--- src/rtl/multicycle_control_unit.sv ---
// Moore sequencer for the multicycle MIPS datapath: one instruction at a time,
// registered control word per state; BRANCH gates enable_PC with the live zero flag.
module multicycle_control_unit #(
  parameter logic [31:0] TEXT_BASE = 32'h0040_0000,
  parameter int          STATE_W   = 4
) (
  input  logic               clk,
  input  logic               reset,
  input  logic [5:0]         opcode,
  input  logic [5:0]         funct,
  input  logic               zero,
  output logic               enable_PC,
  output logic               Selector_Addr,
  output logic               enable_MemSys,
  output logic               enable_RegIns,
  output logic               enable_RF,
  output logic               Selector_RF_WR,
  output logic               Selector_RF_WD,
  output logic               Selector_ALU_Src_A,
  output logic [1:0]         Selector_ALU_Src_B,
  output logic               Selector_Imm_Ext,
  output logic [2:0]         Selector_ALU_Op,
  output logic [1:0]         Selector_PC_Source,
  output logic               halted,
  output logic [STATE_W-1:0] state_o
);

  if (TEXT_BASE[1:0] != 2'b00 || STATE_W != 4) begin : g_bad_cfg
    $error("multicycle_control_unit: TEXT_BASE must be word aligned and STATE_W must be 4");
  end

  typedef enum logic [STATE_W-1:0] {
    S_IDLE      = 4'd0,
    S_FETCH     = 4'd1,
    S_DECODE    = 4'd2,
    S_R_EXEC    = 4'd3,
    S_R_WB      = 4'd4,
    S_I_EXEC    = 4'd5,
    S_I_WB      = 4'd6,
    S_MEM_ADDR  = 4'd7,
    S_MEM_READ  = 4'd8,
    S_MEM_WB    = 4'd9,
    S_MEM_WRITE = 4'd10,
    S_BRANCH    = 4'd11,
    S_JUMP      = 4'd12,
    S_HALT      = 4'd13
  } state_t;

  localparam logic [2:0] OP_AND = 3'b000;
  localparam logic [2:0] OP_ADD = 3'b001;
  localparam logic [2:0] OP_SUB = 3'b010;
  localparam logic [2:0] OP_OR  = 3'b011;
  localparam logic [2:0] OP_NOR = 3'b100;
  localparam logic [2:0] OP_SLL = 3'b101;
  localparam logic [2:0] OP_SRL = 3'b110;
  localparam logic [2:0] OP_LUI = 3'b111;

  typedef struct packed {
    logic       enable_pc;
    logic       sel_addr;
    logic       enable_mem;
    logic       enable_ir;
    logic       enable_rf;
    logic       sel_rf_wr;
    logic       sel_rf_wd;
    logic       sel_src_a;
    logic [1:0] sel_src_b;
    logic       sel_imm_ext;
    logic [2:0] alu_op;
    logic [1:0] pc_src;
    logic       halted;
  } ctrl_t;

  state_t state_q, state_d;
  ctrl_t  ctrl_q, ctrl_d;
  logic   br_ne_q, br_ne_d;
  logic   r_legal;
  logic [2:0] r_alu_op;

  always_comb begin
    r_legal  = 1'b1;
    r_alu_op = OP_ADD;
    case (funct)
      6'h20, 6'h21: r_alu_op = OP_ADD;
      6'h22, 6'h23: r_alu_op = OP_SUB;
      6'h24:        r_alu_op = OP_AND;
      6'h25:        r_alu_op = OP_OR;
      6'h27:        r_alu_op = OP_NOR;
      6'h00:        r_alu_op = OP_SLL;
      6'h02:        r_alu_op = OP_SRL;
      default:      r_legal  = 1'b0;
    endcase
  end

  always_comb begin
    state_d = state_q;
    br_ne_d = br_ne_q;
    case (state_q)
      S_IDLE:      state_d = S_FETCH;
      S_FETCH:     state_d = S_DECODE;
      S_DECODE: begin
        case (opcode)
          6'h00:                      state_d = r_legal ? S_R_EXEC : S_HALT;
          6'h08, 6'h09, 6'h0D, 6'h0F: state_d = S_I_EXEC;
          6'h23, 6'h2B:               state_d = S_MEM_ADDR;
          6'h04, 6'h05:               state_d = S_BRANCH;
          6'h02:                      state_d = S_JUMP;
          default:                    state_d = S_HALT;
        endcase
      end
      S_R_EXEC:    state_d = S_R_WB;
      S_R_WB:      state_d = S_FETCH;
      S_I_EXEC:    state_d = S_I_WB;
      S_I_WB:      state_d = S_FETCH;
      S_MEM_ADDR:  state_d = (opcode == 6'h2B) ? S_MEM_WRITE : S_MEM_READ;
      S_MEM_READ:  state_d = S_MEM_WB;
      S_MEM_WB:    state_d = S_FETCH;
      S_MEM_WRITE: state_d = S_FETCH;
      S_BRANCH:    state_d = S_FETCH;
      S_JUMP:      state_d = S_FETCH;
      S_HALT:      state_d = S_HALT;
      default:     state_d = S_IDLE;
    endcase
    // Remember BEQ vs BNE so BRANCH does not depend on the IR staying put.
    if (state_d == S_BRANCH) br_ne_d = opcode[0];
  end

  // Control word is computed for the state being entered, then registered.
  always_comb begin
    ctrl_d = '0;
    case (state_d)
      S_FETCH: begin
        ctrl_d.enable_pc = 1'b1;
        ctrl_d.enable_ir = 1'b1;
        ctrl_d.sel_src_b = 2'b01;
        ctrl_d.alu_op    = OP_ADD;
      end
      S_DECODE: begin
        ctrl_d.sel_src_b = 2'b11;
        ctrl_d.alu_op    = OP_ADD;
      end
      S_R_EXEC: begin
        ctrl_d.sel_src_a = 1'b1;
        ctrl_d.alu_op    = r_alu_op;
      end
      S_R_WB: begin
        ctrl_d.enable_rf = 1'b1;
        ctrl_d.sel_rf_wr = 1'b1;
      end
      S_I_EXEC: begin
        ctrl_d.sel_src_a   = 1'b1;
        ctrl_d.sel_src_b   = 2'b10;
        ctrl_d.sel_imm_ext = (opcode == 6'h0D) || (opcode == 6'h0F);
        ctrl_d.alu_op      = (opcode == 6'h0D) ? OP_OR :
                             (opcode == 6'h0F) ? OP_LUI : OP_ADD;
      end
      S_I_WB: begin
        ctrl_d.enable_rf   = 1'b1;
        ctrl_d.sel_imm_ext = ctrl_q.sel_imm_ext;
        ctrl_d.alu_op      = ctrl_q.alu_op;
      end
      S_MEM_ADDR: begin
        ctrl_d.sel_src_a = 1'b1;
        ctrl_d.sel_src_b = 2'b10;
        ctrl_d.alu_op    = OP_ADD;
      end
      S_MEM_READ:  ctrl_d.sel_addr = 1'b1;
      S_MEM_WB: begin
        ctrl_d.enable_rf = 1'b1;
        ctrl_d.sel_rf_wd = 1'b1;
      end
      S_MEM_WRITE: begin
        ctrl_d.sel_addr   = 1'b1;
        ctrl_d.enable_mem = 1'b1;
      end
      S_BRANCH: begin
        ctrl_d.sel_src_a = 1'b1;
        ctrl_d.alu_op    = OP_SUB;
        ctrl_d.pc_src    = 2'b01;
      end
      S_JUMP: begin
        ctrl_d.enable_pc = 1'b1;
        ctrl_d.pc_src    = 2'b10;
      end
      S_HALT:  ctrl_d.halted = 1'b1;
      default: ctrl_d = '0;
    endcase
  end

  always_ff @(posedge clk or negedge reset) begin
    if (!reset) begin
      state_q <= S_IDLE;
      ctrl_q  <= '0;
      br_ne_q <= 1'b0;
    end else begin
      state_q <= state_d;
      ctrl_q  <= ctrl_d;
      br_ne_q <= br_ne_d;
    end
  end

  // zero is only meaningful while the ALU compares A and B in BRANCH.
  assign enable_PC          = ctrl_q.enable_pc | ((state_q == S_BRANCH) & (br_ne_q ^ zero));
  assign Selector_Addr      = ctrl_q.sel_addr;
  assign enable_MemSys      = ctrl_q.enable_mem;
  assign enable_RegIns      = ctrl_q.enable_ir;
  assign enable_RF          = ctrl_q.enable_rf;
  assign Selector_RF_WR     = ctrl_q.sel_rf_wr;
  assign Selector_RF_WD     = ctrl_q.sel_rf_wd;
  assign Selector_ALU_Src_A = ctrl_q.sel_src_a;
  assign Selector_ALU_Src_B = ctrl_q.sel_src_b;
  assign Selector_Imm_Ext   = ctrl_q.sel_imm_ext;
  assign Selector_ALU_Op    = ctrl_q.alu_op;
  assign Selector_PC_Source = ctrl_q.pc_src;
  assign halted             = ctrl_q.halted;
  assign state_o            = state_q;

endmodule

--- config.mk ---
export PLATFORM = sky130hd
export DESIGN_NAME = multicycle_control_unit
export DESIGN_NICKNAME = d
export VERILOG_FILES = /design/src/rtl/multicycle_control_unit.sv
export SDC_FILE = /design/constraint.sdc
export NUM_CORES = 1
export LEC_CHECK = 0
export CORE_MARGIN = 2
export CORE_UTILIZATION = 47
export DETAILED_ROUTE_END_ITERATION = 10
export PLACE_DENSITY = 0.79
export SYNTH_ARGS = -nofsm -noshare
export SYNTH_HDL_FRONTEND = slang
export SYNTH_SLANG_ARGS = --single-unit
--- constraint.sdc ---
create_clock -name clk -period 2.3 [get_ports clk]
set_clock_uncertainty 0.2 [all_clocks]
set_input_delay 0.345 -clock clk [delete_from_list [all_inputs] [get_ports clk]]
set_output_delay 0.345 -clock clk [all_outputs]
set_load 0.02 [all_outputs]
==> flow_summary.ini <==
[worst_setup_path]
crit_fanout = 5
path_cells = buf_4, nand2b_1, o31ai_1, clkdlybuf4s15_1
setup.worst_path.start_class = flip-flop
slowest_delay_ps = 460
worst_ep_arrival_time_ps = 1690
worstPathRequired_ps = 1750
endpoint = enable_PC
crit_type = flip-flop to primary output
r2r_cells = 7
rr_startpoint = state_o[0]
reg2reg_to = Selector_ALU_Src_B[1]
rrSetupSlack_ps = 170
critPathLaunch = state_o[2]
cp_slowest_cell = dfrtp_2
end_kind = primary output

[power_and_ir_drop]
ir_worst_vdd_mv = 0.740
switching_power_uw = 720
combinationalPowerShare_pct = 55.6
powerDensity_mw_per_mm2 = 1060
p_int_uw = 1210
pwr-share-clk_pct = 15.4
cellLeakagePower_uw = 0.000802
pwr-share-seq_pct = 28.9
switching_share_pct = 37.3

[cts]
cts_buffer_depth = 2
cts_inserted_buffers = 3
cts_tree = built
ctsHoldBuffers = 0
h-tree-depth = 1
clkLatencyLatePin_ps = 320
cts_root_buf = clkbuf_4
clk_pin_slew_ps = 120
cts_sinks = 22

[timing]
fin_crit_sh_pct = 97.3
fin_crit_ps = 2240
final-hold-violation-count = 0
setup_violations = 0
maxSlewHeadroom_pct = 74.1
slew_viol_final = 0
setup_ws_ps = 62.0
tightest_slew_ps = 385
fmax_mhz = 447
rsz0062_at_grt = no

[logic_synthesis]
synthCells = 135
async_flop_share_pct = 100
synth_common_cells = dfrtp_1 (22), nand2_1 (11), nor2_1 (10), a21oi_1 (9)
synth_top_area_share_pct = 43.7
syn_avg_cell_area_um2 = 9.34
synth_area_leaders = dfrtp_1 (44%), buf_4 (4.2%), nand2b_1 (4.0%), a21oi_1 (3.6%), nand2_1 (3.3%)
ys.flop_type = dfrtp_1
synth_cell_types = 45
yosysSeqAreaShare_pct = 43.7
synth_nets = 150
ys_ff_latch = 22
yosysWarnings = 0
synth_area_mm2 = 0.00126
synth_most_common_cell = dfrtp_1
synth-edff-count = 0
yosysTopAreaCell = dfrtp_1

[die]
ioPinCount = 36
die_y_um = 55.8
coreArea_mm2 = 0.00250
start_util_pct = 50.5
rows = 18
dieWidth_um = 55.8
die-area_mm2 = 0.00311

[routing]
drtIter0Drc = 25
ant_nets = 0
wire_per_inst_um = 13.6
vias = 1193
drt-vias-per-instance = 5.50
drt-pass1-iter-count = 4
drc = 0
wirelength_um = 2940

[placement]
port_buffers = 35
gp_routability_congestion = 0.881
place_ws_ps = -131
placed_cells = 211
place_hpwl_um = 2250

[cells_and_area]
antenna_cells = 0
layout.nets = 203
area_growth_pct = 44.7
layout-drive-gt1-share_pct = 20.9
layout.cells.non_filler = 217

[grt]
grt_usage_pct = 20.4
antenna_found_initial = 0
grt_max_degree = 23
grt-ovfl-total = 0
grt_pass1_wl_um = 5030
grt_pass1_vias = 1167

[job]
drv_cap = 0

[outcome]
status = finished clean

[worst_hold_path]
hold_path.class = input port to asynchronous set/reset pin
[worst min path at each step]
stage                     slack, ps  cells after the start                 end
after floorplan                -150                      0  Selector_ALU_Op[0]
after global placement          260                      2    Selector_Imm_Ext
after detailed placement        280                      2    Selector_Imm_Ext
after CTS                       160                      2      Selector_RF_WD
after global routing            180                      2       enable_RegIns
final                           150                      2      Selector_RF_WD
[critical path: cells and delay by family (launching register included)]
kind | cells | cell delay, ps
compound gates | 1 | 260
simple gates | 1 | 180
buf+inv | 2 | 480
flops | 1 | 460
[sequential cells by signal, indices dropped and copies added (netlist names), 2 cells and up]
signal and flops:
Selector_ALU_Op 3, Selector_PC_Source 2, Selector_ALU_Src_B 2, state_o 4
[per-layer routing]
layer	GRT usage [%]	share of wire (%)	vias up
met5	0	0	-
met3	1.63	4.1	5
met4	10.1	2.1	0
met1	24.3	42	567
met2	36.7	52	36
li1	-	-	585
[power by group through the flow]
stage	logic [uW]	registers, uW	clock network [uW]
CTS	1030	560	303
floorplan	542	639	0
global placement	1010	562	0
detailed placement	1020	566	0
global route	1160	571	315
finish	1070	558	298
[per-stage QoR]
stage	hold slack (ps)	cell area, um2	util [%]	power [uW]	setup TNS (ps)
floorplan	-151	1260	-	1180	0
global placement	260	1750	69.8	1570	-381
detailed placement	276	1750	69.8	1590	-522
CTS	159	1800	71.9	1890	0
global route	176	1830	73.0	2050	0
finish	151	1830	73.0	1930	0
[area by class of cell]
class | count | area (um2)
Clock buffer | 3 | 22.5
Clock inverter | 1 | 30.0
Fill cell | 188 | 674
Inverter | 2 | 7.51
Multi-Input combinational cell | 98 | 626
Sequential cell | 22 | 553
Tap cell | 30 | 37.5
Timing Repair Buffer | 61 | 549
[what timing repair did]
item                       in CTS  in global routing
gates resized for setup         1                  5
setup buffers                   0                  2
setup endpoints to repair       1                  4
pin swaps                       0                  0
[cells in the final DEF (no fill, tap or decap), types with 2 or more instances in the layout]
cell             count
nand4_1              2
dfrtp_1             20
nor2b_1              2
a21oi_1              9
clkdlybuf4s50_1     34
o21ai_0              8
buf_4               25
nand3_1              4
a21o_1               2
nand2_1             11
nor4_1               2
and3b_1              2
clkbuf_4             3
nand2b_1             8
xnor2_1              3
nor2_1              10
nand3b_1             2
nor3_1               7
inv_1                2
dfrtp_2              2
[kinds of logic after synthesis]
group,count (synthesis),share of synthesized area (%)
xor gates and xnor gates,4,2.78
DFF,22,43.7
and+or+nand+nor,60,27.0
buffers and inverters,15,7.24
muxes,1,0.893
AOI/OAI and AO/OA,33,18.5
(Power assumes the default switching activity.)
